==> config.mk <==
export PLATFORM = sky130hd
export DESIGN_NAME = pwm_capture
export DESIGN_NICKNAME = d
export VERILOG_FILES = /design/src/rtl/pwm_capture.sv
export SDC_FILE = /design/constraint.sdc
export NUM_CORES = 2
export LEC_CHECK = 0
export CAP_MARGIN = 10
export CORE_ASPECT_RATIO = 0.6
export CORE_MARGIN = 5
export CORE_UTILIZATION = 55
export DETAILED_ROUTE_END_ITERATION = 8
export PLACE_DENSITY_LB_ADDON = 0.12
export SLEW_MARGIN = 25
export SYNTH_ARGS = -nofsm -noshare
export SYNTH_HDL_FRONTEND = slang
export SYNTH_SLANG_ARGS = --single-unit
==> constraint.sdc <==
create_clock -name clk -period 2.35 [get_ports clk]
set_clock_uncertainty 0.1 [all_clocks]
set_input_delay 0.235 -clock clk [delete_from_list [all_inputs] [get_ports clk]]
set_output_delay 0.235 -clock clk [all_outputs]
set_load 0.01 [all_outputs]
==> src/rtl/pwm_capture.sv <==
// Eight-channel PWM period/high-time measurement block with a byte-addressed
// register bus (12 bytes per channel: CTRL/STAT, PERIOD, HIGH).
module pwm_capture #(
  parameter int NCH  = 8,
  parameter int CW   = 32,
  parameter int SYNC = 2
) (
  input  logic           clk,
  input  logic           rst,
  input  logic           rd,
  input  logic           wr,
  input  logic [6:0]     adrs,
  input  logic [31:0]    din,
  output logic [31:0]    dout,
  input  logic [NCH-1:0] pwmi,
  output logic           irq
);

  localparam logic [1:0] ST_IDLE = 2'd0;
  localparam logic [1:0] ST_ARM  = 2'd1;
  localparam logic [1:0] ST_MEAS = 2'd2;
  localparam logic [CW-1:0] CNT_MAX = '1;

  logic [SYNC-1:0] sync_q [NCH];
  logic [SYNC-1:0] sync_d [NCH];
  logic [NCH-1:0]  prev_q, prev_d;
  logic [NCH-1:0]  en_q, en_d, ie_q, ie_d;
  logic [NCH-1:0]  valid_q, valid_d, ovf_q, ovf_d;
  logic [NCH-1:0]  level, rise, fall, wr_ctrl;
  logic [1:0]      state_q [NCH];
  logic [1:0]      state_d [NCH];
  logic [CW-1:0]   cnt_q [NCH];
  logic [CW-1:0]   cnt_d [NCH];
  logic [CW-1:0]   hcap_q [NCH];
  logic [CW-1:0]   hcap_d [NCH];
  logic [CW-1:0]   period_q [NCH];
  logic [CW-1:0]   period_d [NCH];
  logic [CW-1:0]   high_q [NCH];
  logic [CW-1:0]   high_d [NCH];
  logic [31:0]     dout_q, dout_d, rdata;
  logic            irq_q, irq_d;

  // Synchronizer chain and edge detection on the synchronized level.
  always_comb begin
    for (int c = 0; c < NCH; c++) begin
      sync_d[c] = {sync_q[c][SYNC-2:0], pwmi[c]};
      level[c]  = sync_q[c][SYNC-1];
      rise[c]   = level[c] & ~prev_q[c];
      fall[c]   = ~level[c] & prev_q[c];
      prev_d[c] = level[c];
      wr_ctrl[c] = wr && (adrs == 7'(12 * c));
    end
  end

  // NOTE: every variable gets a default before any branch so no latch is inferred.
  always_comb begin
    en_d    = en_q;
    ie_d    = ie_q;
    valid_d = valid_q & ~({NCH{1'b0}} | (wr_ctrl & {NCH{din[1]}}));
    ovf_d   = ovf_q & ~(wr_ctrl & {NCH{din[2]}});
    for (int c = 0; c < NCH; c++) begin
      state_d[c]  = state_q[c];
      cnt_d[c]    = cnt_q[c];
      hcap_d[c]   = hcap_q[c];
      period_d[c] = period_q[c];
      high_d[c]   = high_q[c];
      if (wr_ctrl[c]) begin
        en_d[c] = din[0];
        ie_d[c] = din[4];
      end
      // Flag sets come after the W1C clear so a same-cycle set wins.
      if (!en_q[c]) begin
        state_d[c] = ST_IDLE;
        cnt_d[c]   = '0;
      end else begin
        case (state_q[c])
          ST_IDLE: begin
            cnt_d[c]   = '0;
            state_d[c] = ST_ARM;
          end
          ST_ARM: begin
            if (rise[c]) begin
              state_d[c] = ST_MEAS;
              cnt_d[c]   = CW'(1);
            end else if (cnt_q[c] == CNT_MAX) begin
              ovf_d[c] = 1'b1;
              cnt_d[c] = '0;
            end else begin
              cnt_d[c] = cnt_q[c] + CW'(1);
            end
          end
          ST_MEAS: begin
            if (fall[c]) hcap_d[c] = cnt_q[c];
            if (rise[c]) begin
              period_d[c] = cnt_q[c];
              high_d[c]   = hcap_q[c];
              valid_d[c]  = 1'b1;
              cnt_d[c]    = CW'(1);
            end else if (cnt_q[c] == CNT_MAX) begin
              ovf_d[c]   = 1'b1;
              state_d[c] = ST_ARM;
              cnt_d[c]   = '0;
            end else begin
              cnt_d[c] = cnt_q[c] + CW'(1);
            end
          end
          default: begin
            state_d[c] = ST_IDLE;
            cnt_d[c]   = '0;
          end
        endcase
      end
    end
  end

  // Read mux: registers sit at 4-byte aligned offsets, everything else reads 0.
  always_comb begin
    rdata = '0;
    for (int c = 0; c < NCH; c++) begin
      if (adrs == 7'(12 * c))
        rdata = {27'd0, ie_q[c], level[c], ovf_q[c], valid_q[c], en_q[c]};
      else if (adrs == 7'(12 * c + 4))
        rdata = 32'(period_q[c]);
      else if (adrs == 7'(12 * c + 8))
        rdata = 32'(high_q[c]);
    end
    dout_d = rd ? rdata : dout_q;
    irq_d  = |(ie_q & valid_q);
  end

  // NOTE: sequential state uses non-blocking assignments only; the per-channel
  // arrays are ordinary flops, so they are reset like any other register.
  always_ff @(posedge clk or negedge rst) begin
    if (!rst) begin
      prev_q  <= '0;
      en_q    <= '0;
      ie_q    <= '0;
      valid_q <= '0;
      ovf_q   <= '0;
      dout_q  <= '0;
      irq_q   <= 1'b0;
      for (int c = 0; c < NCH; c++) begin
        sync_q[c]   <= '0;
        state_q[c]  <= ST_IDLE;
        cnt_q[c]    <= '0;
        hcap_q[c]   <= '0;
        period_q[c] <= '0;
        high_q[c]   <= '0;
      end
    end else begin
      prev_q  <= prev_d;
      en_q    <= en_d;
      ie_q    <= ie_d;
      valid_q <= valid_d;
      ovf_q   <= ovf_d;
      dout_q  <= dout_d;
      irq_q   <= irq_d;
      for (int c = 0; c < NCH; c++) begin
        sync_q[c]   <= sync_d[c];
        state_q[c]  <= state_d[c];
        cnt_q[c]    <= cnt_d[c];
        hcap_q[c]   <= hcap_d[c];
        period_q[c] <= period_d[c];
        high_q[c]   <= high_d[c];
      end
    end
  end

  assign dout = dout_q;
  assign irq  = irq_q;

endmodule

==> flow_summary_export.csv <==
group,metric,value,unit
worst_setup_path,crit_arrival,2.74,ns
sta,worst_pin_slew,0.815,ns
synth,syn_inst,4123,
sta,hold_violations,0,
die,core_area,0.0914,mm2
clock_tree,cts_made_buffers,103,
worst_setup_path,path_max_fanout,27,
clock_tree,clock_latency,0.70,ns
place,io_buffers,55,
detailed_routing,drt_wl_total,152000,um
clock_tree,path_clk_slew,0.07,ns
worst_setup_path,ff2ff_path_depth,7,
sta,slew_headroom,45.5,%
global_routing,grt_pass1_vias,34679,
cells_and_area,final_common_cell,"dfrtp_1",
place,gp_congestion,0.962,
sta,period_needed,2.26,ns
die,fp.dieW,401,um
detailed_routing,drtIter0Drc,3647,
global_routing,grt_pass1_wl,231000,um
detailed_routing,dr.pass1.iters,9,
global_routing,track_usage,31.2,%
synth,syn_area_per_cell,12.2,um2
synth,synthArstFlopShare,100,%
sta,drv_slew,0,
detailed_routing,ant_nets,0,
clock_tree,htree_num_levels,3,
sta,setup_viol,0,
clock_tree,cts-root-buf,"clkbuf_16",
clock_tree,cts_max_path_buffers,3,
sta,setup_tns,0,ns
cells_and_area,synthToLayoutAreaGrowth,18.8,%
global_routing,antenna_found_initial,7,
detailed_routing,vias,35531,
die,die-height,245,um
die,dieArea,0.0980,mm2
place,hpwl,113000,um
global_routing,gr-total-overflow,0,
clock_tree,cts_setup_buffers,0,
worst_hold_path,min_path_type,"in -> async",
sta,finalCritPeriodShare,96.0,%
cells_and_area,final_nets,4614,
sta,fin_hold_ws,0.0969,ns
cells_and_area,finalCoreUtilization,65.6,%
cells_and_area,layout_common_cells,"dfrtp_1, mux2_2, buf_4",
pwr,ir_drop,0.513,mV
place,placed_cell_area,0.0561,mm2
global_routing,grt_max_degree,99,
job,drv_cap,0,
worst_setup_path,critical_path_class,"reg -> reg",
worst_setup_path,end_kind,"register",
pwr,total_leakage_power,28.2,nW
worst_setup_path,regToRegSetupSlack,0.09,ns
synth,synth_cell_types,83,
worst_setup_path,cp_data_required_time,2.83,ns
pwr,report.power.total,39.8,mW
synth,synth_edf_count,0,
pwr,power_density,664,mW/mm2
synth,syn_nets,4205,
synth,yosysSeqAreaShare,56.0,%
synth,netlist_area,0.0504,mm2
detailed_routing,viasPerCell,6.07,
sta,rsz0062_at_grt,"false",
clock_tree,cts_tree,"yes",
clock_tree,cts.sinks,1129,
die,pin_count,84,
synth,ys_warn_count,0,
worst_setup_path,startpoint_type,"register",
cells_and_area,finalInstanceArea,0.0599,mm2
status,status,"complete, no violations",
detailed_routing,post-route-drc-count,0,
detailed_routing,wl_per_cell,26.0,um
synth,synth-seq-cells,1129,
sta,maxClockFrequency,0.443,GHz
synth,synth_ff_type,"dfrtp_1",
die,std_cell_rows,86,
die,start_util,55.2,%
cells_and_area,drive_above_1_share,32.2,%
[cell type report]
cell class	count	area [um2]
inverter	49	184
antenna	2	5.00
fill	6930	31500
sequential	1129	28300
multi-input combinational	2693	20900
clock buffer	151	3080
tap	1232	1540
clock inverter	40	524
timing repair buffer	556	5360
[metal layers]
layer | track usage, % | share of wire [%] | vias to the layer above
li1 | - | - | 15686
met1 | 51.2 | 49 | 18293
met2 | 37.9 | 37 | 1338
met3 | 12.6 | 12 | 208
met4 | 6.27 | 2.1 | 6
met5 | 0 | 0.032 | -
[synthesized netlist by cell type, types with 5 or more instances]
library cell	instances	share of area, %
nor3_1	16	0.16
xnor2_1	74	1.3
nand3b_1	7	0.10
or3_1	11	0.14
inv_1	47	0.35
nor4_1	11	0.14
buf_4	11	0.16
o21a_1	27	0.40
o221a_1	26	0.58
o2111ai_1	30	0.52
a21oi_1	133	1.3
buf_2	67	0.67
clkbuf_1	133	0.99
buf_1	27	0.20
nand4_1	55	0.68
a31oi_1	41	0.51
o221ai_1	55	0.96
nand3_1	123	1.2
nor2b_1	17	0.21
a22oi_1	89	1.3
nor2_1	335	2.5
nand2_1	224	1.7
a32oi_1	30	0.52
o22ai_1	17	0.21
and3b_1	6	0.10
dfrtp_1	1129	56
nand2b_1	26	0.32
buf_6	14	0.31
nand4b_1	11	0.19
mux2_2	761	17
and2_1	18	0.22
o211ai_1	31	0.46
and3_1	55	0.68
xor2_1	161	2.8
ha_1	31	0.77
mux2i_1	39	0.77
and4_1	26	0.45
or2_2	5	0.062
o21ai_0	111	1.1
[flip-flops by register name (all words and copies together) (netlist names)]
name      cells
cnt_q       256
valid_q       8
dout         32
hcap_q      256
level         8
state_q      16
sync_d        8
irq           1
ie_q          8
high_q      256
prev_q        8
ovf_q         8
period_q    256
en_q          8
[power breakdown]
part | internal [mW] | switching, mW | leakage [nW]
clock | 10.3 | 7.65 | 1.77
sequential | 19.6 | 0.222 | 15.6
combinational | 0.739 | 1.26 | 10.8
total | 30.6 | 9.13 | 28.2
[logic make-up (layout without fill, tap and decap cells)]
kind of cell               count (synthesis)  in the layout  share of synthesized area [%]
buffers and inverters                    301            796                           2.70
xor gates and xnor gates                 235            235                           4.08
muxes                                    802            802                           17.8
and+or+nand+nor                          990            990                           9.92
DFF                                     1129           1129                           56.0
AOI/OAI and AO/OA                        635            635                           8.69
other                                      0              2                              0
adders and majority gates                 31             31                          0.769
[critical path, cell delays in order (launching register included)]
cell and delay, ns:
dfrtp_1 0.42, and4_1 0.25, nand4_1 0.28, and4b_2 0.50
nand2_1 0.12, nand2b_1 0.14, buf_12 0.20, nor2_1 0.08
[metrics by stage]
| step | std cells | worst slack, ns |
|---|---|---|
| final | 5852 | 0.0937 |
| after global routing | 5850 | 0.0149 |
| after CTS | 5850 | 0.0398 |
| after detailed placement | 5648 | -0.392 |
| after global placement | 5648 | -0.366 |
| after floorplan | 4123 | 0.266 |
[worst paths after layout]
check / startpoint / end
worst max-delay path: cnt_q[215] / cnt_q[217]
worst min-delay path: rst / cnt_q[14]
worst max register to register: cnt_q[215] / cnt_q[217]
worst min register to register: sync_d[1] / level[7]
max in group asynchronous: rst / cnt_q[230]
min in group clk: din[1] / valid_q[0]
[what timing repair did]
item	in CTS	in global routing
hold buffers	11	0
endpoints found under the hold margin	1138	0
setup endpoints to repair	5	60
resized for setup	4	10
pin swaps	0	1
No activity file was read; power rests on OpenSTA's default activity.
